`src/rtl/syn_cntr_n_pkg.sv`:
```
// Shared definitions for the syn_cntr_n counter: boundary modes and the
// per-edge operation priority (clear > preset > load > count > hold).
package syn_cntr_n_pkg;

    localparam bit CntrModeWrap = 1'b0;
    localparam bit CntrModeSat  = 1'b1;

    typedef enum logic [2:0] {
        OpClr,
        OpPre,
        OpLoad,
        OpCount,
        OpHold
    } cntr_op_e;

    function automatic cntr_op_e cntr_op_decode(input logic clr, input logic pre,
                                                input logic pl, input logic en);
        cntr_op_e op;
        if (clr)      op = OpClr;
        else if (pre) op = OpPre;
        else if (pl)  op = OpLoad;
        else if (en)  op = OpCount;
        else          op = OpHold;
        return op;
    endfunction

endpackage

```
`src/rtl/syn_cntr_n_step.sv`:
```
// Combinational next-count and boundary-event logic for one counting step.
module syn_cntr_n_step
    import syn_cntr_n_pkg::*;
#(
    parameter int unsigned WIDTH    = 8,
    parameter bit          SATURATE = CntrModeWrap
) (
    input  logic [WIDTH-1:0] q_i,
    input  logic             up_i,
    input  logic [WIDTH-1:0] limit_i,
    output logic [WIDTH-1:0] nxt_o,
    output logic             bnd_o
);

    localparam logic [WIDTH-1:0] One = WIDTH'(1);

    always_comb begin
        nxt_o = q_i;
        bnd_o = 1'b0;
        if (up_i) begin
            // Anything at or above LIMIT (e.g. after a load) is a boundary event.
            if (q_i < limit_i) begin
                nxt_o = q_i + One;
            end else begin
                bnd_o = 1'b1;
                nxt_o = (SATURATE == CntrModeSat) ? limit_i : '0;
            end
        end else begin
            if (q_i != '0) begin
                nxt_o = q_i - One;
            end else begin
                bnd_o = 1'b1;
                nxt_o = (SATURATE == CntrModeSat) ? '0 : limit_i;
            end
        end
    end

endmodule

```
`src/rtl/syn_cntr_n.sv`:
```
// Parametrised up/down counter with preset, load, programmable terminal value,
// wrap/saturate mode, compare match and sticky overflow.
module syn_cntr_n
    import syn_cntr_n_pkg::*;
#(
    parameter int unsigned      WIDTH     = 8,
    parameter logic [WIDTH-1:0] RESET_VAL = '0,
    parameter bit               SATURATE  = CntrModeWrap
) (
    input  logic             CLK,
    input  logic             CLR,
    input  logic             PRE,
    input  logic             PL,
    input  logic [WIDTH-1:0] D,
    input  logic             EN,
    input  logic             UP,
    input  logic [WIDTH-1:0] LIMIT,
    input  logic [WIDTH-1:0] CMP,
    input  logic             OVF_CLR,
    output logic [WIDTH-1:0] Q,
    output logic             COUT,
    output logic             MATCH,
    output logic             ZERO,
    output logic             OVF
);

    logic [WIDTH-1:0] q_q, q_d;
    logic             cout_q, cout_d;
    logic             ovf_q, ovf_d;
    logic [WIDTH-1:0] step_nxt;
    logic             step_bnd;
    cntr_op_e         op;

    syn_cntr_n_step #(
        .WIDTH   (WIDTH),
        .SATURATE(SATURATE)
    ) u_step (
        .q_i    (q_q),
        .up_i   (UP),
        .limit_i(LIMIT),
        .nxt_o  (step_nxt),
        .bnd_o  (step_bnd)
    );

    assign op = cntr_op_decode(CLR, PRE, PL, EN);

    always_comb begin
        q_d    = q_q;
        cout_d = 1'b0;
        ovf_d  = ovf_q & ~OVF_CLR;
        unique case (op)
            OpPre:   q_d = '1;
            OpLoad:  q_d = D;
            OpCount: begin
                q_d    = step_nxt;
                cout_d = step_bnd;
                // A boundary event wins over a simultaneous OVF_CLR.
                ovf_d  = ovf_d | step_bnd;
            end
            default: ;
        endcase
    end

    always_ff @(posedge CLK) begin
        if (CLR) begin
            q_q    <= RESET_VAL;
            cout_q <= 1'b0;
            ovf_q  <= 1'b0;
        end else begin
            q_q    <= q_d;
            cout_q <= cout_d;
            ovf_q  <= ovf_d;
        end
    end

    assign Q     = q_q;
    assign COUT  = cout_q;
    assign OVF   = ovf_q;
    assign MATCH = (q_q == CMP);
    assign ZERO  = (q_q == '0);

endmodule

```
`config.mk`:
```
export PLATFORM = sky130hd
export DESIGN_NAME = syn_cntr_n
export DESIGN_NICKNAME = d
export VERILOG_FILES = /design/src/rtl/syn_cntr_n_pkg.sv /design/src/rtl/syn_cntr_n_step.sv /design/src/rtl/syn_cntr_n.sv
export SDC_FILE = /design/constraint.sdc
export NUM_CORES = 1
export LEC_CHECK = 0
export BUFFER_PORTS_ARGS = -buffer_cell sky130_fd_sc_hd__buf_2
export CAP_MARGIN = 20
export CORE_MARGIN = 2
export CORE_UTILIZATION = 51
export CTS_BUF_LIST = sky130_fd_sc_hd__clkbuf_2
export DETAILED_ROUTE_END_ITERATION = 8
export GPL_TIMING_DRIVEN = 0
export HOLD_SLACK_MARGIN = 0.1
export PLACE_DENSITY = 0.82
export SETUP_SLACK_MARGIN = 0.5
export SLEW_MARGIN = 20
export SYNTH_ARGS = -nofsm -noshare
export SYNTH_HDL_FRONTEND = slang
export SYNTH_SLANG_ARGS = --single-unit
```
`constraint.sdc`:
```
create_clock -name CLK -period 3.2 [get_ports CLK]
set_clock_uncertainty 0.1 [all_clocks]
set_input_delay 0.32 -clock CLK [delete_from_list [all_inputs] [get_ports CLK]]
set_output_delay 0.32 -clock CLK [all_outputs]
set_load 0.02 [all_outputs]
```
* After elaboration in Yosys (flattened, before gate mapping)
Index checks and enable logic that the tools add are counted.
W data, S select, Z words.
** Word-level totals
- Bits in registers :: 10
- Input bits :: 31
- Output and inout bits :: 12
- Logic and storage cells :: 30
** Operators by class
- $add $sub $neg :: 2
- Order comparisons :: 1
- Eq/ne operators :: 4
- Multiplexer cells :: 12
- Bitwise logic cells :: 4
- Reduce and logical (&&, ||, !) cells :: 4
** Operator list (count)
- $mux W8 :: 3
- $pmux W8 S3 :: 1
- $mux W3 :: 4
- $add A8 B1 Y8 const B :: 1
- $eq A8 B8 Y1 :: 1
- $logic_not A8 Y1 :: 1
- $lt A8 B8 Y1 :: 1
- $reduce_bool A8 Y1 :: 1
- $sub A8 B1 Y8 const B :: 1
- $eq A3 B2 Y1 const B :: 2
- $mux W1 :: 4
- $eq A3 B1 Y1 const B :: 1
- $reduce_bool A3 Y1 :: 1
- $not A1 Y1 :: 2
- $reduce_or A2 Y1 :: 1
- $and A1 B1 Y1 :: 1
- $or A1 B1 Y1 :: 1

* Depth between registers and ports, before layout
- Word-level depth :: 7
- Depth in mapped cells :: 10
- Mapped depth without buffers :: 8

* Cells and area by module
Synthesis repeated with hierarchy kept, for this count alone.
** Unflattened totals
- Cell total of the unflattened synthesis :: 153
- Area, all modules :: 1144.8 um2
** Modules (own cells, without submodules)
- syn_cntr_n_step :: instances 1, cells each 96, area each 620.6 um2
- syn_cntr_n :: instances 1, cells each 57, area each 524.3 um2

* Worst setup path after synthesis
No wires, ideal clock.
- Kind :: reg2reg
- Start point :: reg q_q[5], in the netlist Q[5]
- End point :: reg q_q[2], in the netlist Q[2]
- Arrival :: 2.181 ns
- Slack :: 0.834 ns
- Stages on the path, launching flop included :: 7
- Buffers on the path :: 0
- Clock period less this slack :: 2.366 ns
- Cells stage by stage :: dfxtp_1 ha_1 and3_1 nor2b_1 a2111oi_1 nand3_1 o221ai_1
** Between the ends
- Cells in the longest elaborated chain, start to end :: 4
- Elaborated cells between the ends (all ways) :: 6
** Ends and longest elaborated chain
- start: declaration :: RTL line syn_cntr_n.sv:27 : logic [WIDTH-1:0] q_q, q_d;
- start signal: assignment :: RTL line syn_cntr_n.sv:70 : q_q <= q_d;
- $lt A8 B8 Y1 or $reduce_bool A8 Y1 (tied branches) :: RTL line syn_cntr_n_step.sv:22, syn_cntr_n_step.sv:29
- $mux W8, on equally long branches :: RTL line syn_cntr_n_step.sv:22, syn_cntr_n_step.sv:29
- $mux W8 (*) :: RTL line syn_cntr_n_step.sv:20 : if (up_i) begin
- $pmux W8 S3 (*) :: RTL line syn_cntr_n.sv:51 : unique case (op)
Mark *: on every way between the ends. The rest lies on a longest branch, timed or not.
A chain may end at the register's enable or synchronous reset.

* Worst setup path in the final report
- Start point :: reg q_q[7], in the netlist Q[7]
- End point :: reg q_q[3], in the netlist Q[3]
The elaborated chain is that of the path after synthesis.

==> summary.md <==
| Metric | Value |
|---|---|
| Status | finished clean |
| Top-area cell type share of the netlist area | 17.0% |
| H-tree Lvls | 1 |
| Core Area | 2190 um^2 |
| Via/cell ratio | 5.88 |
| Leakage | 0.645 nW |
| Layout fillers | 201 |
| Final nets | 231 |
| Final Critical Period | 2.51 ns |
| GRT Resource Usage Total | 26.6% |
| Worst Setup SP | Q[7] |
| Reg2Reg Setup Slack | 0.69 ns |
| Max Cap Viol | 0 |
| # diodes | 0 |
| Synth Area in XOR/XNOR | 13.4% |
| Total die area | 2710 um^2 |
| Synth Area in Adders | 10.6% |
| Synth Area in Simple Gates | 23.8% |
| Area grow syn2layout | 20.9% |
| Vias in the first global route | 1214 |
| Mapped Avg Cell Area | 8.01 um^2 |
| Syn Nets | 188 |
| Placed insts | 213 |
| Fmax | 399 MHz |
| Worst r2r src | Q[7] |
| Netlist cell types | 44 |
| Mux contribution to synthesized area | 0.956% |
| Die width | 52.0 um |
| Sequential area share after synthesis | 17.0% |
| Slew Viols, Final | 0 |
| Critical path capture point type | register |
| Starting density of the core | 53.7% |
| Largest family of logic cells by synthesized area | simple AND/OR/NAND/NOR gates |
| Overflow after GRT | 0 |
| Number of remaining DRC errors | 0 |
| GPL Wtd Cong | 0.928 |
| Max-slew headroom | 59.8% |
| Rows | 17 |
| Final Non-Filler Cells | 216 |
| Final Cycle Share | 78.3% |
| Top area cells in the synthesized netlist | dfxtp_1 17%, xnor2_1 11%, ha_1 11% |
| Routed Antenna Nets | 0 |
| CP max-delay cell | a2111oi_2 |
| Routed length on met2 | 1.52 mm |
| Most frequent cell after synthesis | xnor2_1 |
| Top delay family on crit path | compound AO/OA/AOI/OAI gates |
| Routed via count | 1269 |
| CTS tree | done |
| Routed len/inst | 14.9 um |
| CP Buf/Inv Count | 0 |
| Top layer in use | met4 |
| Top Ports | 43 |
| RSZ-0062 raised after global routing | false |
| Top FF cell, synth | dfxtp_1 |
| First-pass GRT wire length | 5.36 mm |
| Post-synthesis compound-gate area fraction | 22.7% |
| Yosys warns | 0 |
| Cts hold-fix bufs | 0 |
| TritonCTS buffer count | 3 |
| Die H | 52.0 um |
| Gate Count Post-Synth | 147 |
| Layout cell share with drive strength beyond 1 | 29.8% |
| Initial antenna violation count | 0 |
| Most frequent cells after synthesis | 15 x xnor2_1, 10 x dfxtp_1, 10 x ha_1, 10 x inv_1, 9 x a21oi_1 |
| Critical path required time | 3.28 ns |
| CP Cell Sequence | ha_1 > and3_1 > nor2b_1 > a2111oi_2 > nand3_1 > o221ai_1 |
| Root buf cell | clkbuf_2 |
| Worst hold start | LIMIT[2] |
| Largest net degree at the start of global routing | 11 |
| Worst hold-check path type | primary input to register |
| #FFs+latches synth | 10 |
| Detailed placement HPWL | 2.50 mm |
| Arrival @ worst endpoint | 2.58 ns |
| Clock latency on the worst-skew pair | 0.28 ns |
| Drt initial violations | 55 |
| Final setup viols | 0 |
| Max IR drop VDD | 0.000213 V |
| Port Buf Inserts | 38 |
| Fin. Hold Viols | 0 |
| Total power divided by cell area | 289 nW/um^2 |
| Routed wl met3 | 284 um |
| Slowest cell delay on critical path | 0.56 ns |
| Routed WL | 3.22 mm |
| Worst-Margin Slew | 0.595 ns |
| Mapped cell area | 1180 um^2 |
| Crit path kind | register to register |
| First-pass iteration count of the detailed router | 5 |
| CP Max Fanout | 8 |
| CTS Buffer Depth | 2 |
| Multi-input gate area | 847 um^2 |
| Ys async rst share | 0% |
| Leading area contributor after synthesis | dfxtp_1 |
| CTS Sinks | 10 |
| DRT met1 WL | 1.39 mm |
| FF+latch area | 200 um^2 |
| Setup TNS | 0 ns |
| Clk slew on worst S/H paths | 0.12 ns |
| Post-synth EDFFs | 0 |
| Worst setup SP type | register |
## logic make-up (layout without fill, tap and decap cells)
family,count (synthesis),in the layout
AND/OR/NAND/NOR,47,47
AO/OA/AOI/OAI,38,38
XOR/XNOR,18,18
multiplexers,1,1
buffers and inverters,23,64
flip-flops,10,10
adder cells (fa/ha/maj),10,10
## cell usage in the layout (no fill, tap or decap), types with 3 or more instances in the layout
cell,synthesis,layout
nand4_1,3,3
nor3b_1,7,7
o221ai_1,5,5
ha_1,10,10
and3_1,3,3
nand3_1,6,6
buf_2,1,39
dfxtp_1,10,10
a211oi_1,6,6
xnor2_1,15,15
clkbuf_1,7,6
nor3_1,3,3
nand2_1,7,7
a21oi_1,9,9
nor2_1,4,4
clkbuf_2,0,4
xor2_1,3,3
o211ai_1,3,3
o21ai_0,3,3
inv_1,10,10
## stage by stage
| stage | hold slack, ns | instance area (um^2) | utilization (%) | power (W) | setup slack (ns) |
|---|---|---|---|---|---|
| detailed placement | 0.514 | 1400 | 64.0 | 0.000336 | 0.526 |
| floorplan | 0.390 | 1180 | - | 0.000280 | 0.834 |
| CTS | 0.246 | 1420 | 64.9 | 0.000408 | 0.603 |
| global placement | 0.488 | 1400 | 64.0 | 0.000330 | 0.520 |
| global route | 0.252 | 1420 | 65.0 | 0.000437 | 0.547 |
| finish | 0.249 | 1420 | 65.0 | 0.000411 | 0.693 |
## path summary, 6_finish.rpt
path                              to  depth (start not counted)
worst max-delay path            Q[3]                          6
worst min-delay path            Q[2]                          3
worst max register to register  Q[3]                          6
worst min register to register   OVF                          2
## state kept, by name, summed over array words and instances (netlist names)
signal	cells
OVF	1
Q	8
COUT	1
## routing by layer
| metal | vias up | track usage, % |
|---|---|---|
| met5 | - | 0 |
| met3 | 5 | 4.02 |
| li1 | 621 | - |
| met2 | 64 | 46.0 |
| met4 | 0 | 10.1 |
| met1 | 579 | 32.9 |
## area by class of cell
class / count / area share [%]
buffer: 12 / 5.80
inverter: 11 / 3.78
tap: 28 / 2.46
sequential: 10 / 14.1
clock buffer: 3 / 1.05
multi-input combinational: 114 / 59.5
timing repair buffer: 38 / 13.4
## power by group
group / leakage [nW] / internal (W) / total, W / switching (W)
clock network: 0.0125 / 0.0000255 / 0.0000733 / 0.0000478
registers: 0.0833 / 0.000134 / 0.000148 / 0.0000145
logic: 0.549 / 0.0000882 / 0.000190 / 0.000102
## tightest hold or removal path, stage by stage
cell and delay (ns):
buf_2 0.09, o211ai_1 0.09, o221ai_1 0.07
## what timing repair did
item | CTS | global route
pin swaps | 0 | 0
gates resized for setup | 1 | 2
endpoints found under the setup margin | 3 | 1
setup buffers | 0 | 0
(Power assumes the default switching activity.)
